$ cat src/rtl/color_classifier_roi_if.sv
// Bundle of start/busy/done handshake, ROI configuration, frame RAM read port
// and published results for the ROI colour classifier.
interface color_classifier_roi_if #(
   parameter int ADDR_W = 15,
   parameter int ACC_W  = 20
);
   logic              i_start;
   logic [ADDR_W-1:0] i_bytes_per_frame;
   logic [7:0]        i_roi_x0;
   logic [7:0]        i_roi_x1;
   logic [7:0]        i_roi_y0;
   logic [7:0]        i_roi_y1;
   logic [ACC_W-1:0]  i_margin;
   logic [7:0]        i_ram_data;
   logic [ADDR_W-1:0] o_ram_addr;
   logic              o_busy;
   logic              o_done;
   logic [7:0]        o_color;
   logic [ACC_W-1:0]  o_sum_r;
   logic [ACC_W-1:0]  o_sum_g;
   logic [ACC_W-1:0]  o_sum_b;
   logic [ADDR_W-1:0] o_pix_count;

   modport slave (
      input  i_start, i_bytes_per_frame, i_roi_x0, i_roi_x1, i_roi_y0, i_roi_y1,
             i_margin, i_ram_data,
      output o_ram_addr, o_busy, o_done, o_color, o_sum_r, o_sum_g, o_sum_b,
             o_pix_count
   );

   modport master (
      output i_start, i_bytes_per_frame, i_roi_x0, i_roi_x1, i_roi_y0, i_roi_y1,
             i_margin, i_ram_data,
      input  o_ram_addr, o_busy, o_done, o_color, o_sum_r, o_sum_g, o_sum_b,
             o_pix_count
   );
endinterface

$ cat src/rtl/color_classifier_roi.sv
// Reads one frame of 16-bit pixels (two bytes each) from a byte-wide RAM,
// sums R/G/B over a rectangular ROI and classifies the dominant colour.
module color_classifier_roi #(
   parameter int ADDR_W      = 15,
   parameter int ACC_W       = 20,
   parameter int IMG_W       = 160,
   parameter int RAM_LATENCY = 1,
   parameter int FORMAT      = 0
) (
   input  logic                  i_clk,
   input  logic                  i_rst,
   color_classifier_roi_if.slave bus
);
   localparam int CW = 16;
   localparam logic [CW-1:0] X_LAST     = CW'(IMG_W - 1);
   localparam logic [1:0]    DRAIN_INIT = 2'(RAM_LATENCY - 1);

   typedef enum logic [1:0] {S_IDLE, S_FETCH, S_DRAIN, S_DECIDE} state_t;
   state_t state_q, state_d;

   logic [ADDR_W-1:0] addr_q, last_q, cnt_q, cnt_pub_q, even_len;
   logic [7:0]        x0_q, x1_q, y0_q, y1_q, hi_q, color_q, color_d;
   logic [ACC_W-1:0]  margin_q, acc_r_q, acc_g_q, acc_b_q;
   logic [ACC_W-1:0]  sum_r_q, sum_g_q, sum_b_q, diff1, diff2;
   logic [CW-1:0]     x_q, y_q;
   logic [1:0]        drain_q;
   logic              busy_q, done_q, top;
   logic              accept, fetch, decide, fetch_last, in_roi;
   logic [4:0]        pix_r, pix_g, pix_b;
   logic [RAM_LATENCY:0] vld_w, odd_w;

   assign even_len   = {bus.i_bytes_per_frame[ADDR_W-1:1], 1'b0};
   assign fetch_last = (addr_q == last_q);

   always_ff @(posedge i_clk) begin
      if (i_rst) state_q <= S_IDLE;
      else       state_q <= state_d;
   end

   always_comb begin
      state_d = state_q;
      case (state_q)
         S_IDLE:   if (accept) state_d = (even_len == '0) ? S_DRAIN : S_FETCH;
         S_FETCH:  if (fetch_last) state_d = S_DRAIN;
         S_DRAIN:  if (drain_q == 2'd0) state_d = S_DECIDE;
         S_DECIDE: state_d = S_IDLE;
         default:  state_d = S_IDLE;
      endcase
   end

   // A start coinciding with the done pulse is deliberately not accepted.
   always_comb begin
      accept = (state_q == S_IDLE) && bus.i_start && !done_q;
      fetch  = (state_q == S_FETCH);
      decide = (state_q == S_DECIDE);
   end

   assign vld_w[0] = fetch;
   assign odd_w[0] = addr_q[0];

   generate
      for (genvar gi = 0; gi < RAM_LATENCY; gi++) begin : g_pipe
         logic vld_q, odd_q;
         always_ff @(posedge i_clk) begin
            if (i_rst) begin
               vld_q <= 1'b0;
               odd_q <= 1'b0;
            end else begin
               vld_q <= vld_w[gi];
               odd_q <= odd_w[gi];
            end
         end
         assign vld_w[gi+1] = vld_q;
         assign odd_w[gi+1] = odd_q;
      end

      if (FORMAT == 1) begin : g_rgb565
         assign pix_r = hi_q[7:3];
         assign pix_g = 5'({hi_q[2:0], bus.i_ram_data[7:5]} >> 1);
      end else begin : g_xrgb1555
         // Bit 7 of the high byte is padding and is masked off.
         assign pix_r = 5'((hi_q & 8'h7F) >> 2);
         assign pix_g = {hi_q[1:0], bus.i_ram_data[7:5]};
      end
   endgenerate

   assign pix_b  = bus.i_ram_data[4:0];
   assign in_roi = (x_q >= {8'd0, x0_q}) && (x_q <= {8'd0, x1_q}) &&
                   (y_q >= {8'd0, y0_q}) && (y_q <= {8'd0, y1_q});

   function automatic logic [ACC_W-1:0] sat_add(input logic [ACC_W-1:0] a,
                                                  input logic [4:0] v);
      logic [ACC_W:0] s;
      s = {1'b0, a} + {{(ACC_W-4){1'b0}}, v};
      return s[ACC_W] ? {ACC_W{1'b1}} : s[ACC_W-1:0];
   endfunction

   always_comb begin
      color_d = 8'h00;
      top     = 1'b0;
      diff1   = '0;
      diff2   = '0;
      if (acc_r_q > acc_g_q && acc_r_q > acc_b_q) begin
         top = 1'b1; color_d = 8'h01;
         diff1 = acc_r_q - acc_g_q; diff2 = acc_r_q - acc_b_q;
      end else if (acc_g_q > acc_r_q && acc_g_q > acc_b_q) begin
         top = 1'b1; color_d = 8'h02;
         diff1 = acc_g_q - acc_r_q; diff2 = acc_g_q - acc_b_q;
      end else if (acc_b_q > acc_r_q && acc_b_q > acc_g_q) begin
         top = 1'b1; color_d = 8'h03;
         diff1 = acc_b_q - acc_r_q; diff2 = acc_b_q - acc_g_q;
      end
      if (top && diff1 < margin_q && diff2 < margin_q) color_d = 8'h04;
   end

   always_ff @(posedge i_clk) begin
      if (state_q != S_DRAIN) drain_q <= DRAIN_INIT;
      else                    drain_q <= drain_q - 2'd1;
   end

   always_ff @(posedge i_clk) begin
      if (i_rst) begin
         addr_q    <= '0;  last_q  <= '0;  cnt_q   <= '0;  cnt_pub_q <= '0;
         x0_q      <= '0;  x1_q    <= '0;  y0_q    <= '0;  y1_q      <= '0;
         hi_q      <= '0;  margin_q <= '0; x_q     <= '0;  y_q       <= '0;
         acc_r_q   <= '0;  acc_g_q <= '0;  acc_b_q <= '0;
         sum_r_q   <= '0;  sum_g_q <= '0;  sum_b_q <= '0;
         color_q   <= 8'hF0;
         busy_q    <= 1'b0;
         done_q    <= 1'b0;
      end else begin
         if (accept) begin
            last_q   <= even_len - ADDR_W'(1);
            x0_q     <= bus.i_roi_x0;  x1_q <= bus.i_roi_x1;
            y0_q     <= bus.i_roi_y0;  y1_q <= bus.i_roi_y1;
            margin_q <= bus.i_margin;
            acc_r_q  <= '0;  acc_g_q <= '0;  acc_b_q <= '0;
            cnt_q    <= '0;  x_q     <= '0;  y_q     <= '0;
            busy_q   <= 1'b1;
         end
         if (fetch && !fetch_last) addr_q <= addr_q + ADDR_W'(1);
         if (vld_w[RAM_LATENCY] && !odd_w[RAM_LATENCY]) hi_q <= bus.i_ram_data;
         if (vld_w[RAM_LATENCY] && odd_w[RAM_LATENCY]) begin
            if (in_roi) begin
               acc_r_q <= sat_add(acc_r_q, pix_r);
               acc_g_q <= sat_add(acc_g_q, pix_g);
               acc_b_q <= sat_add(acc_b_q, pix_b);
               if (cnt_q != {ADDR_W{1'b1}}) cnt_q <= cnt_q + ADDR_W'(1);
            end
            if (x_q == X_LAST) begin
               x_q <= '0;
               y_q <= y_q + CW'(1);
            end else begin
               x_q <= x_q + CW'(1);
            end
         end
         done_q <= decide;
         if (decide) begin
            color_q   <= color_d;
            sum_r_q   <= acc_r_q;  sum_g_q <= acc_g_q;  sum_b_q <= acc_b_q;
            cnt_pub_q <= cnt_q;
            busy_q    <= 1'b0;
            addr_q    <= '0;
         end
      end
   end

   assign bus.o_ram_addr  = addr_q;
   assign bus.o_busy      = busy_q;
   assign bus.o_done      = done_q;
   assign bus.o_color     = color_q;
   assign bus.o_sum_r     = sum_r_q;
   assign bus.o_sum_g     = sum_g_q;
   assign bus.o_sum_b     = sum_b_q;
   assign bus.o_pix_count = cnt_pub_q;
endmodule

$ cat src/flat_wrapper.sv
// flat-port wrapper written by rule: the top's interface ports become plain ports
module color_classifier_roi_flat 
#(
   parameter int ADDR_W      = 15,
   parameter int ACC_W       = 20,
   parameter int IMG_W       = 160,
   parameter int RAM_LATENCY = 1,
   parameter int FORMAT      = 0
)
  (i_clk, i_rst, bus_i_start, bus_i_bytes_per_frame, bus_i_roi_x0, bus_i_roi_x1, bus_i_roi_y0, bus_i_roi_y1, bus_i_margin, bus_i_ram_data, bus_o_ram_addr, bus_o_busy, bus_o_done, bus_o_color, bus_o_sum_r, bus_o_sum_g, bus_o_sum_b, bus_o_pix_count);
  color_classifier_roi_if #(.ADDR_W(ADDR_W), .ACC_W(ACC_W)) bus_i ();
  input  logic i_clk;
  input  logic i_rst;
  input wire logic [$bits(bus_i.i_start)-1:0] bus_i_start;
  input wire logic [$bits(bus_i.i_bytes_per_frame)-1:0] bus_i_bytes_per_frame;
  input wire logic [$bits(bus_i.i_roi_x0)-1:0] bus_i_roi_x0;
  input wire logic [$bits(bus_i.i_roi_x1)-1:0] bus_i_roi_x1;
  input wire logic [$bits(bus_i.i_roi_y0)-1:0] bus_i_roi_y0;
  input wire logic [$bits(bus_i.i_roi_y1)-1:0] bus_i_roi_y1;
  input wire logic [$bits(bus_i.i_margin)-1:0] bus_i_margin;
  input wire logic [$bits(bus_i.i_ram_data)-1:0] bus_i_ram_data;
  output wire logic [$bits(bus_i.o_ram_addr)-1:0] bus_o_ram_addr;
  output wire logic [$bits(bus_i.o_busy)-1:0] bus_o_busy;
  output wire logic [$bits(bus_i.o_done)-1:0] bus_o_done;
  output wire logic [$bits(bus_i.o_color)-1:0] bus_o_color;
  output wire logic [$bits(bus_i.o_sum_r)-1:0] bus_o_sum_r;
  output wire logic [$bits(bus_i.o_sum_g)-1:0] bus_o_sum_g;
  output wire logic [$bits(bus_i.o_sum_b)-1:0] bus_o_sum_b;
  output wire logic [$bits(bus_i.o_pix_count)-1:0] bus_o_pix_count;
  assign bus_i.i_start = bus_i_start;
  assign bus_i.i_bytes_per_frame = bus_i_bytes_per_frame;
  assign bus_i.i_roi_x0 = bus_i_roi_x0;
  assign bus_i.i_roi_x1 = bus_i_roi_x1;
  assign bus_i.i_roi_y0 = bus_i_roi_y0;
  assign bus_i.i_roi_y1 = bus_i_roi_y1;
  assign bus_i.i_margin = bus_i_margin;
  assign bus_i.i_ram_data = bus_i_ram_data;
  assign bus_o_ram_addr = bus_i.o_ram_addr;
  assign bus_o_busy = bus_i.o_busy;
  assign bus_o_done = bus_i.o_done;
  assign bus_o_color = bus_i.o_color;
  assign bus_o_sum_r = bus_i.o_sum_r;
  assign bus_o_sum_g = bus_i.o_sum_g;
  assign bus_o_sum_b = bus_i.o_sum_b;
  assign bus_o_pix_count = bus_i.o_pix_count;
  color_classifier_roi #(.ADDR_W(ADDR_W), .ACC_W(ACC_W), .IMG_W(IMG_W), .RAM_LATENCY(RAM_LATENCY), .FORMAT(FORMAT)) u_core (.i_clk(i_clk), .i_rst(i_rst), .bus(bus_i));
endmodule
$ cat config.mk
export PLATFORM = sky130hd
export DESIGN_NAME = color_classifier_roi_flat
export DESIGN_NICKNAME = d
export VERILOG_FILES = /design/src/rtl/color_classifier_roi_if.sv /design/src/rtl/color_classifier_roi.sv /design/src/flat_wrapper.sv
export SDC_FILE = /design/constraint.sdc
export NUM_CORES = 1
export LEC_CHECK = 0
export ABC_AREA = 1
export BUFFER_PORTS_ARGS = -buffer_cell sky130_fd_sc_hd__buf_2
export CORE_ASPECT_RATIO = 1.1
export CORE_MARGIN = 4
export CORE_UTILIZATION = 40
export DETAILED_ROUTE_END_ITERATION = 8
export SYNTH_ARGS = -nofsm -noshare
export SYNTH_HDL_FRONTEND = slang
export SYNTH_SLANG_ARGS = --single-unit
$ cat constraint.sdc
create_clock -name i_clk -period 3.44 [get_ports i_clk]
set_input_delay 0.344 -clock i_clk [delete_from_list [all_inputs] [get_ports i_clk]]
set_output_delay 0.344 -clock i_clk [all_outputs]
set_load 0.05 [all_outputs]
; Yosys cells after proc, flatten, opt, wreduce, memory -nomap -nowiden
; Index checks and enable logic that the tools add are counted.
[classes]
div_mod_pow = 0
bitwise_logic = 0
mux = 40
reduce_logical = 22
multipliers = 0
eq_ne = 10
n_addsub = 15
shifts = 0
magnitude_cmp = 12
[ops]
columns = operator, n
row1 = $mux W20, 18
row2 = $gt A20 B20 Y1, 6
row3 = $sub A20 B20 Y20, 6
row4 = $mux W16, 6
row5 = $add A20 B5 Y21, 3
row6 = $mux W15, 4
row7 = $lt A20 B20 Y1, 2
row8 = $add A16 B1 Y16 const B, 2
row9 = $ge A16 B8 Y1, 2
row10 = $le A16 B8 Y1, 2
row11 = $add A15 B1 Y15 const B, 2
row12 = $mux W8, 3
row13 = $eq A16 B8 Y1 const B, 1
row14 = $eq A15 B15 Y1, 1
row15 = $logic_not A15 Y1, 1
row16 = $ne A15 B15 Y1 const B, 1
row17 = $sub A15 B1 Y15 const B, 1
row18 = $logic_and A1 B1 Y1, 13
row19 = $mux W2, 5
row20 = $pmux W2 S4, 1
row21 = $eq A2 B2 Y1 const B, 2
row22 = $logic_not A2 Y1, 2
row23 = $ne A2 B1 Y1 const B, 2
row24 = $ne A2 B2 Y1 const B, 2
row25 = 7 further kinds, 11
[word_totals]
input_bits = 78
latch_bits = 0
regBits = 287
rom_bits = 0
mem_bits_rw = 0
n_memories = 0
word_cells = 124
output_inout_bits = 100

; Longest topological paths before layout
; Gate-level depths: netlist of the first run.
[logic_depth]
word_depth = 9
ltp_mapped = 30
mapped_depth_nobuf = 28

; Least setup slack after synthesis of the first run
; Ideal clock, no wire load.
[synth_path]
path_type = reg-to-reg
from = register u_core.acc_b_q[1]
to = register u_core.color_q[0] (netlist: u_core.bus.o_color[0])
path_slack_ns = -0.156
path_buffers = 0
path_stages_with_launch = 23
period_less_slack_ns = 3.596
setup_ns = 0.113
t_arrival_ns = 3.483
required_ns = 3.327
path_cell_list = dfxtp_1 inv_1 fa_1 nand2_1 nand2_1 a21oi_1 inv_1 a21oi_1 o21ai_0 or2_2 a21oi_1 a21oi_1 ha_1 a21oi_1 nand2_1 a211oi_1 o211ai_1 a211oi_1 o21ai_0 inv_1 nand3_2 nand2_1 nand2_1
[synth_via]
elab_chain_cells = 9
word_cells_on_any_way = 28
cone_classes = add/sub (4) / order compare (6) / mux (13) / reduce/logical (5)
[synth_lines]
columns = element, line_no
row1 = start: declaration, color_classifier_roi.sv:23  ; logic [ACC_W-1:0] margin_q, acc_r_q, acc_g_q, acc_b_q;
row2 = start signal: assignment, color_classifier_roi.sv:147  ; acc_b_q <= sat_add(acc_b_q, pix_b);
row3 = $gt A20 B20 Y1, color_classifier_roi.sv:109  ; end else if (acc_b_q > acc_r_q && acc_b_q > acc_g_q) begin
row4 = $logic_and A1 B1 Y1, color_classifier_roi.sv:109
row5 = $mux W20, color_classifier_roi.sv:109
row6 = $mux W20, color_classifier_roi.sv:106  ; end else if (acc_g_q > acc_r_q && acc_g_q > acc_b_q) begin
row7 = $mux W20, color_classifier_roi.sv:103  ; if (acc_r_q > acc_g_q && acc_r_q > acc_b_q) begin
row8 = $lt A20 B20 Y1, color_classifier_roi.sv:113  ; if (top && diff1 < margin_q && diff2 < margin_q) color_d = 8'h04;
row9 = $logic_and A1 B1 Y1 (2 in series), color_classifier_roi.sv:113
row10 = $mux W8 *, color_classifier_roi.sv:113
row11 = end signal: assignment, color_classifier_roi.sv:159  ; color_q <= color_d;
row12 = end: declaration, color_classifier_roi.sv:22  ; logic [7:0] x0_q, x1_q, y0_q, y1_q, hi_q, color_q, color_d;
; Mark *: on every way between the ends. The rest lies on a longest branch, timed or not.
; A chain may end at the register's enable or synchronous reset.

; Final worst setup path of the first run
[layout_path]
from = register u_core.acc_b_q[10]
to = register u_core.color_q[0] (netlist: u_core.bus.o_color[0])
; Same word-level chain as after synthesis.

==> impl_metrics.env, run 1 <==
export IMPL_clkTransAtPathRegs_ns=0.05
export IMPL_p_leak_nw=13.82
export IMPL_crit_path_frequent_cell="nand2_1"
export IMPL_vdd_ir_drop_max_mv=0.3715
export IMPL_nets=4162
export IMPL_critPathCapture="u_core.bus.o_color[0]$_SDFFE_PP0P_"
export IMPL_antennaDiodeCount=0
export IMPL_fmaxAchievable_mhz=260.5
export IMPL_p_total_mw=9.994
export IMPL_cpPeakStageDelay_ns=0.35
export IMPL_hold_path_class="primary input to flop"
export IMPL_cpMaxStageDelayCell="dfxtp_2"
export IMPL_seq_area_um2=5736
export IMPL_crit_family="buffers and inverters"
export IMPL_dp_hpwl_um=64540
export IMPL_wirelength_um=81090
export IMPL_slew_viol_final=0
export IMPL_grt_max_degree=66
export IMPL_cts_max_path_buffers=3
export IMPL_ios=178
export IMPL_die_y_um=251.7
export IMPL_worst_pin_slew_ns=1.102
export IMPL_portBuffers=175
export IMPL_slew_headroom_pct=26.27
export IMPL_synthArstFlopShare_pct=0
export IMPL_violations="negative setup slack"
export IMPL_fin_crit_ns=3.839
export IMPL_syn2layout_area_growth_pct=37.50
export IMPL_cp_num_buf_inv=7
export IMPL_clock_skew_ns=0.01631
export IMPL_first_global_vias=22400
export IMPL_wire_per_inst_um=17.58
export IMPL_netlist_cell_type_count=66
export IMPL_fillers=5235
export IMPL_synth_enable_flop_cells=0
export IMPL_root_buffer="clkbuf_16"
export IMPL_grt_overflow=0
export IMPL_final_cell_area_um2=29700
export IMPL_postPlaceCellArea_um2=27130
export IMPL_synth_warning_count=0
export IMPL_power_density_nw_per_um2=336.5
export IMPL_drc=0
export IMPL_grt_usage_pct=26.83
export IMPL_r2r_start="u_core.acc_b_q[10]$_SDFF_PP0_"
export IMPL_die_width_um=229.6
export IMPL_routed_via_density=5.109
export IMPL_cap_violations=0
export IMPL_cts_htree_levels=2
export IMPL_dr_total_vias=23560
export IMPL_gp_routability_congestion=1.008
export IMPL_core_area_um2=53560
export IMPL_drtAntennaViolNets=0
export IMPL_status="finished, violations left"
export IMPL_dieArea_um2=57790
export IMPL_r2r_end="u_core.bus.o_color[0]$_SDFFE_PP0P_"
export IMPL_num_rows=89
export IMPL_ys_flop_type="dfxtp_1"
export IMPL_min_period_over_period_pct=111.6
export IMPL_setup_viol=3
export IMPL_synthTopCellsByArea="dfxtp_1, ha_1, nand2_1"
export IMPL_startpoint_type="flop"
export IMPL_synthMostInstantiatedCell="nand2_1"
export IMPL_yosysTopAreaCell="dfxtp_1"
export IMPL_ff2ff_setup_slack_ns=-0.40
export IMPL_critPathKind="flop to flop"
export IMPL_drive_above_1_share_pct=29.38
export IMPL_ys_top_cells_by_count="nand2_1, inv_1, a21oi_1"
export IMPL_cp_depth=25
export IMPL_arrival_ns=4.29
export IMPL_firstDrtPassIters=5
export IMPL_antenna_found_initial=0
export IMPL_drt_initial_drc_count=1563
export IMPL_rsz0062_at_grt="yes"
export IMPL_hold_violations=0
export IMPL_start_util_pct=40.33
export IMPL_insertion_delay_ns=0.56
export IMPL_synth_nets=3498
export IMPL_numCtsBuffers=34
export IMPL_worst_slack_ns=-0.3993
export IMPL_cp_max_fo=10
export IMPL_synth_top_area_share_pct=26.23
export IMPL_cp_startpoint="u_core.acc_b_q[10]$_SDFF_PP0_"
export IMPL_syn_avg_cell_area_um2=6.759
export IMPL_hold_path_depth=3
export IMPL_crit_required_ns=3.89
export IMPL_grt_pass1_wl_um=123700
export IMPL_rr_worst_depth=25
export IMPL_synth_cells=3196
export IMPL_ys_seq_elements=283
export IMPL_ys_seq_area_share_pct=26.23
export IMPL_cts_num_sinks=283
export IMPL_syn_cell_area_um2=21600
export IMPL_multi_input_area_um2=14970
export IMPL_cts_tree="yes"
export IMPL_critPathCaptureType="flop"
==> repair_timing <==
action / in CTS / in global routing
pin swaps: 61 / 43
endpoints found under the setup margin: 3 / 4
hold buffers: 3 / 0
setup buffers: 18 / 16
gates cloned: 0 / 1
endpoints found under the hold margin: 3 / 0
resized for setup: 137 / 100
==> flip-flops by register name (all words and copies together), names as in the netlist, 7 cells and up <==
name and cells:
u_core.cnt_q 15, u_core.x1_q 8, u_core.y0_q 8, u_core.bus.o_pix_count 15, u_core.bus.o_ram_addr 15, u_core.y_q 16, u_core.bus.o_sum_g 20, u_core.hi_q 7
u_core.margin_q 20, u_core.bus.o_sum_b 20, u_core.acc_r_q 20, u_core.y1_q 8, u_core.bus.o_sum_r 20, u_core.x_q 16, u_core.acc_b_q 20, u_core.acc_g_q 20
u_core.x0_q 8, u_core.last_q 15
==> metrics by stage <==
stage / hold WS, ns / worst slack, ns / instances / TNS, ns / util, %
6_report: 0.02984 / -0.3993 / 4612 / -1.145 / 55.45
5_1_grt: 0.04099 / -0.6278 / 4612 / -1.852 / 55.45
4_1_cts: 0.002564 / -0.3487 / 4595 / -0.9846 / 54.23
3_5_place_dp: 0.4067 / -0.6879 / 4514 / -1.986 / 50.65
3_3_place_gp: 0.4020 / -0.6969 / 4514 / -2.013 / 50.65
2_1_floorplan: 0.3918 / 0.001238 / 3196 / 0 / -
==> report_power, final <==
group          leakage, nW  internal [mW]  total (mW)  switching [mW]
clock network        0.571           2.25        3.79            1.54
registers             2.32           3.55        3.67           0.125
logic                 10.9          0.869        2.53            1.66
==> layer usage <==
layer	track usage, %	routed length [um]	up-vias
met2	45.67	37980	673
met4	8.678	2964	0
met5	0	0	-
li1	-	-	11930
met3	3.625	4721	151
met1	35.29	35430	10810
==> final cells by class <==
type | count | share of cell area (%)
clock buffers | 50 | 3.336
clock inverters | 10 | 0.5940
inverters | 385 | 4.950
multi-input cells | 2393 | 50.42
flip-flops and latches | 283 | 19.31
well taps | 728 | 3.067
repair buffers | 763 | 18.33
==> layout by cell type (no fill, tap or decap), types with 16 or more instances in the layout <==
cell / instances
o21ai_0: 302
nor3_1: 46
nand4_1: 37
a31oi_1: 17
a21oi_1: 314
nor2_4: 21
nand3_1: 106
dfxtp_1: 243
nand2_2: 36
inv_1: 351
ha_1: 167
ha_4: 41
buf_4: 566
buf_2: 175
a21oi_2: 36
nor2_1: 201
clkbuf_16: 35
o21ai_1: 20
dfxtp_2: 32
a22oi_1: 16
inv_2: 25
xnor2_1: 39
xor2_1: 88
nand2_1: 668
==> logic make-up after synthesis <==
logic type / Yosys count / synth area share [%]
simple gates: 1208 / 24.52
compound gates: 829 / 21.08
buf+inv: 520 / 9.534
flops: 283 / 26.23
fa+ha+maj: 224 / 13.29
xor+xnor: 128 / 5.190
mux: 3 / 0.1448
other cells: 1 / 0.01736
==> worst reg2reg max path, stage by stage (launching register included) <==
cell        delay, ns
dfxtp_2          0.35
clkinvlp_4       0.16
buf_12           0.17
ha_4             0.30
nand2_4          0.07
nor2_4           0.13
buf_4            0.15
nand3_2          0.10
nor2_4           0.11
nor2_2           0.06
nand3_4          0.10
clkinvlp_4       0.13
buf_6            0.14
clkbuf_16        0.16
a22oi_2          0.24
ha_1             0.28
nand3_1          0.07
nand2_1          0.06
a211oi_2         0.18
o211ai_1         0.17
a211oi_2         0.20
o21ai_1          0.09
inv_1            0.09
nand3_2          0.07
nand2_1          0.06
nand2_1          0.05
==> worst min path at each step <==
stage	from	endpoint	slack, ns
detailed placement	u_core.drain_q[0]$_SDFF_PN0_	u_core.drain_q[0]$_SDFF_PN0_	0.41
global route	bus_i_roi_y0[0]	u_core.y0_q[0]$_SDFFE_PP0P_	0.04
floorplan	u_core.drain_q[0]$_SDFF_PN0_	u_core.drain_q[0]$_SDFF_PN0_	0.39
CTS	bus_i_roi_y0[0]	u_core.y0_q[0]$_SDFFE_PP0P_	0.003
global placement	u_core.drain_q[0]$_SDFF_PN0_	u_core.drain_q[0]$_SDFF_PN0_	0.40
finish	bus_i_roi_y0[0]	u_core.y0_q[0]$_SDFFE_PP0P_	0.03
Power figures use the tool's default switching activity.
==> inputs of run 2 (changes only) <==
--- a/config.mk
+++ b/config.mk
@@ -7,10 +7,13 @@
 export LEC_CHECK = 0
 export ABC_AREA = 1
 export BUFFER_PORTS_ARGS = -buffer_cell sky130_fd_sc_hd__buf_2
+export CELL_PAD_IN_SITES_DETAIL_PLACEMENT = 1
+export CELL_PAD_IN_SITES_GLOBAL_PLACEMENT = 1
 export CORE_ASPECT_RATIO = 1.1
 export CORE_MARGIN = 4
 export CORE_UTILIZATION = 40
 export DETAILED_ROUTE_END_ITERATION = 8
+export PLACE_DENSITY_LB_ADDON = 0.1
 export SYNTH_ARGS = -nofsm -noshare
 export SYNTH_HDL_FRONTEND = slang
 export SYNTH_SLANG_ARGS = --single-unit
==> run 2 against run 1 <==
Against the previous run: the run still ends with negative setup slack left; first-iteration DRC count shrank 17%; non-clock buffer count shrank 19; sequential share of layout area shrank 0.089 points; total power grew 0.70%; global-route usage grew 5.2 points; combinational power grew 6%; cell area grew 0.62%; sequential cell count is the same; setup slack lost 0.28 ns; core utilization grew 0.34 points; maximum frequency shrank 6.9%; via count grew 5.3%.
==> impl_metrics.env, run 2 (synthesis gave the netlist of run 1 again) <==
export IMPL_whs_ns=0.02952
export IMPL_cts_max_path_buffers=3
export IMPL_worst_pin_slew_ns=1.089
export IMPL_grt_overflow=0
export IMPL_whs_endpoint="u_core.last_q[1]$_SDFFE_PP0P_"
export IMPL_grt_max_degree=141
export IMPL_violations="negative setup slack"
export IMPL_swShare_pct=34.96
export IMPL_root_buffer="clkbuf_16"
export IMPL_critPathCaptureType="flop"
export IMPL_setup_viol=3
export IMPL_start_util_pct=40.33
export IMPL_p_leak_nw=13.84
export IMPL_final_common_cell="nand2_1"
export IMPL_p_seq_share_pct=36.6
export IMPL_rr_worst_depth=25
export IMPL_wire_per_inst_um=21.19
export IMPL_drtAntennaViolNets=0
export IMPL_ff2ff_setup_slack_ns=-0.68
export IMPL_arrival_ns=4.56
export IMPL_r2r_start="u_core.acc_b_q[2]$_SDFF_PP0_"
export IMPL_cap_violations=0
export IMPL_insertion_delay_ns=0.57
export IMPL_dieArea_um2=57790
export IMPL_grt_usage_pct=32.05
export IMPL_cp_max_fo=3
export IMPL_portBuffers=175
export IMPL_final_cell_area_um2=29880
export IMPL_hold_path_depth=2
export IMPL_dr_total_vias=24810
export IMPL_numCtsBuffers=36
export IMPL_worst_slack_ns=-0.6839
export IMPL_gp_routability_congestion=1.002
export IMPL_drc=0
export IMPL_power_clock_fraction_pct=36.8
export IMPL_first_global_vias=26390
export IMPL_vdd_ir_drop_max_mv=0.4133
export IMPL_grt_pass1_wl_um=147400
export IMPL_crit_required_ns=3.88
export IMPL_tns_ns=-2.005
export IMPL_slew_viol_final=0
export IMPL_syn2layout_area_growth_pct=38.34
export IMPL_wirelength_um=97420
export IMPL_clock_skew_ns=0.03212
export IMPL_cpMaxStageDelayCell="dfxtp_2"
export IMPL_post_route_util_pct=55.79
export IMPL_hold_violations=0
export IMPL_dp_hpwl_um=76240
export IMPL_hold_path_class="primary input to flop"
export IMPL_min_period_over_period_pct=119.9
export IMPL_drt_initial_drc_count=1296
export IMPL_fmaxAchievable_mhz=242.5
export IMPL_nets=4145
export IMPL_antenna_found_initial=2
export IMPL_r2r_end="u_core.bus.o_color[1]$_SDFFE_PP0P_"
export IMPL_num_rows=89
export IMPL_firstDrtPassIters=5
export IMPL_ios=178
export IMPL_routed_via_density=5.396
export IMPL_layout_common_cells="nand2_1, buf_4, inv_1"
export IMPL_post_place_ws_ns=-1.067
export IMPL_hold_path_startpoint="bus_i_bytes_per_frame[1]"
export IMPL_fillers=6887
export IMPL_cts_num_sinks=283
export IMPL_status="finished, violations left"
export IMPL_intPower_mw=6.546
export IMPL_slew_headroom_pct=27.15
export IMPL_startpoint_type="flop"
export IMPL_combinationalPowerShare_pct=26.6
export IMPL_die_y_um=251.7
export IMPL_cpPeakStageDelay_ns=0.33
export IMPL_postPlaceCellArea_um2=27010
export IMPL_fin_crit_ns=4.124
export IMPL_cts_htree_levels=2
export IMPL_drive_above_1_share_pct=30.58
export IMPL_die_width_um=229.6
export IMPL_power_density_nw_per_um2=336.8
export IMPL_rsz0062_at_grt="yes"
export IMPL_cts_tree="yes"
export IMPL_core_area_um2=53560
export IMPL_power_switching_mw=3.519
export IMPL_clkTransAtPathRegs_ns=0.06
export IMPL_critPathKind="flop to flop"
## run 2: stage by stage
step	cells	total power, mW
after floorplan	3196	5.393
after global placement	4490	6.162
after detailed placement	4490	6.310
after CTS	4570	10.08
after global routing	4596	10.62
final	4597	10.06
## run 2: metal layers
metal / share of wire (%) / vias to the layer above / wire, um / global-route usage [%]
met4: 4.9 / 4 / 4772 / 14.14
met2: 50 / 517 / 48330 / 57.24
met3: 3.9 / 207 / 3759 / 3.534
met1: 42 / 12200 / 40530 / 38.95
met5: 0.032 / - / 31 / 0
li1: - / 11880 / - / -
## run 2: what timing repair did
item	4_1_cts	5_1_grt
pin swaps	50	100
hold endpoints to repair	0	0
gates resized for setup	137	184
setup endpoints to repair	3	13
gates cloned	0	1
buffers inserted	17	26
hold buffers	0	0
## run 2: cell type report
| type | instances | area [um^2] | share of cell area, % |
|---|---|---|---|
| inverter | 385 | 1471 | 4.924 |
| timing repair buffer | 744 | 5366 | 17.96 |
| sequential | 283 | 5744 | 19.22 |
| multi-input combinational | 2393 | 15260 | 51.05 |
| clock inverter | 11 | 82.58 | 0.2763 |
| tap | 728 | 910.9 | 3.048 |
| clock buffer | 52 | 1051 | 3.517 |
| antenna | 1 | 2.502 | 0.008373 |
## run 2: worst max-delay path by stage
stage	endpoint	cells after the start	start	slack (ns)
global route	u_core.bus.o_color[0]$_SDFFE_PP0P_	30	u_core.acc_g_q[5]$_SDFF_PP0_	-0.78
global placement	u_core.bus.o_color[0]$_SDFFE_PP0P_	23	u_core.acc_b_q[4]$_SDFF_PP0_	-0.96
detailed placement	u_core.bus.o_color[1]$_SDFFE_PP0P_	26	u_core.acc_g_q[0]$_SDFF_PP0_	-1.07
finish	u_core.bus.o_color[1]$_SDFFE_PP0P_	25	u_core.acc_b_q[2]$_SDFF_PP0_	-0.68
CTS	u_core.bus.o_color[1]$_SDFFE_PP0P_	26	u_core.acc_g_q[0]$_SDFF_PP0_	-0.57
floorplan	u_core.bus.o_color[0]$_SDFFE_PP0P_	28	u_core.acc_b_q[7]$_SDFF_PP0_	0.001
## run 2: critical path, delay by kind of cell (launching register included)
| family | cells | cell delay (ns) |
|---|---|---|
| AO/OA/AOI/OAI | 8 | 1.31 |
| AND/OR/NAND/NOR | 8 | 0.80 |
| buffers and inverters | 6 | 0.73 |
| adder cells (fa/ha/maj) | 2 | 0.58 |
| flip-flops | 1 | 0.33 |
| XOR/XNOR | 1 | 0.25 |
## run 2: power groups by stage
stage               clock (mW)  sequential, mW  combinational (mW)
finish                    3.71            3.68                2.67
global route              3.92            3.71                2.99
CTS                       3.78            3.69                2.62
detailed placement           0            3.76                2.55
global placement             0            3.74                2.42
floorplan                    0            3.76                1.63
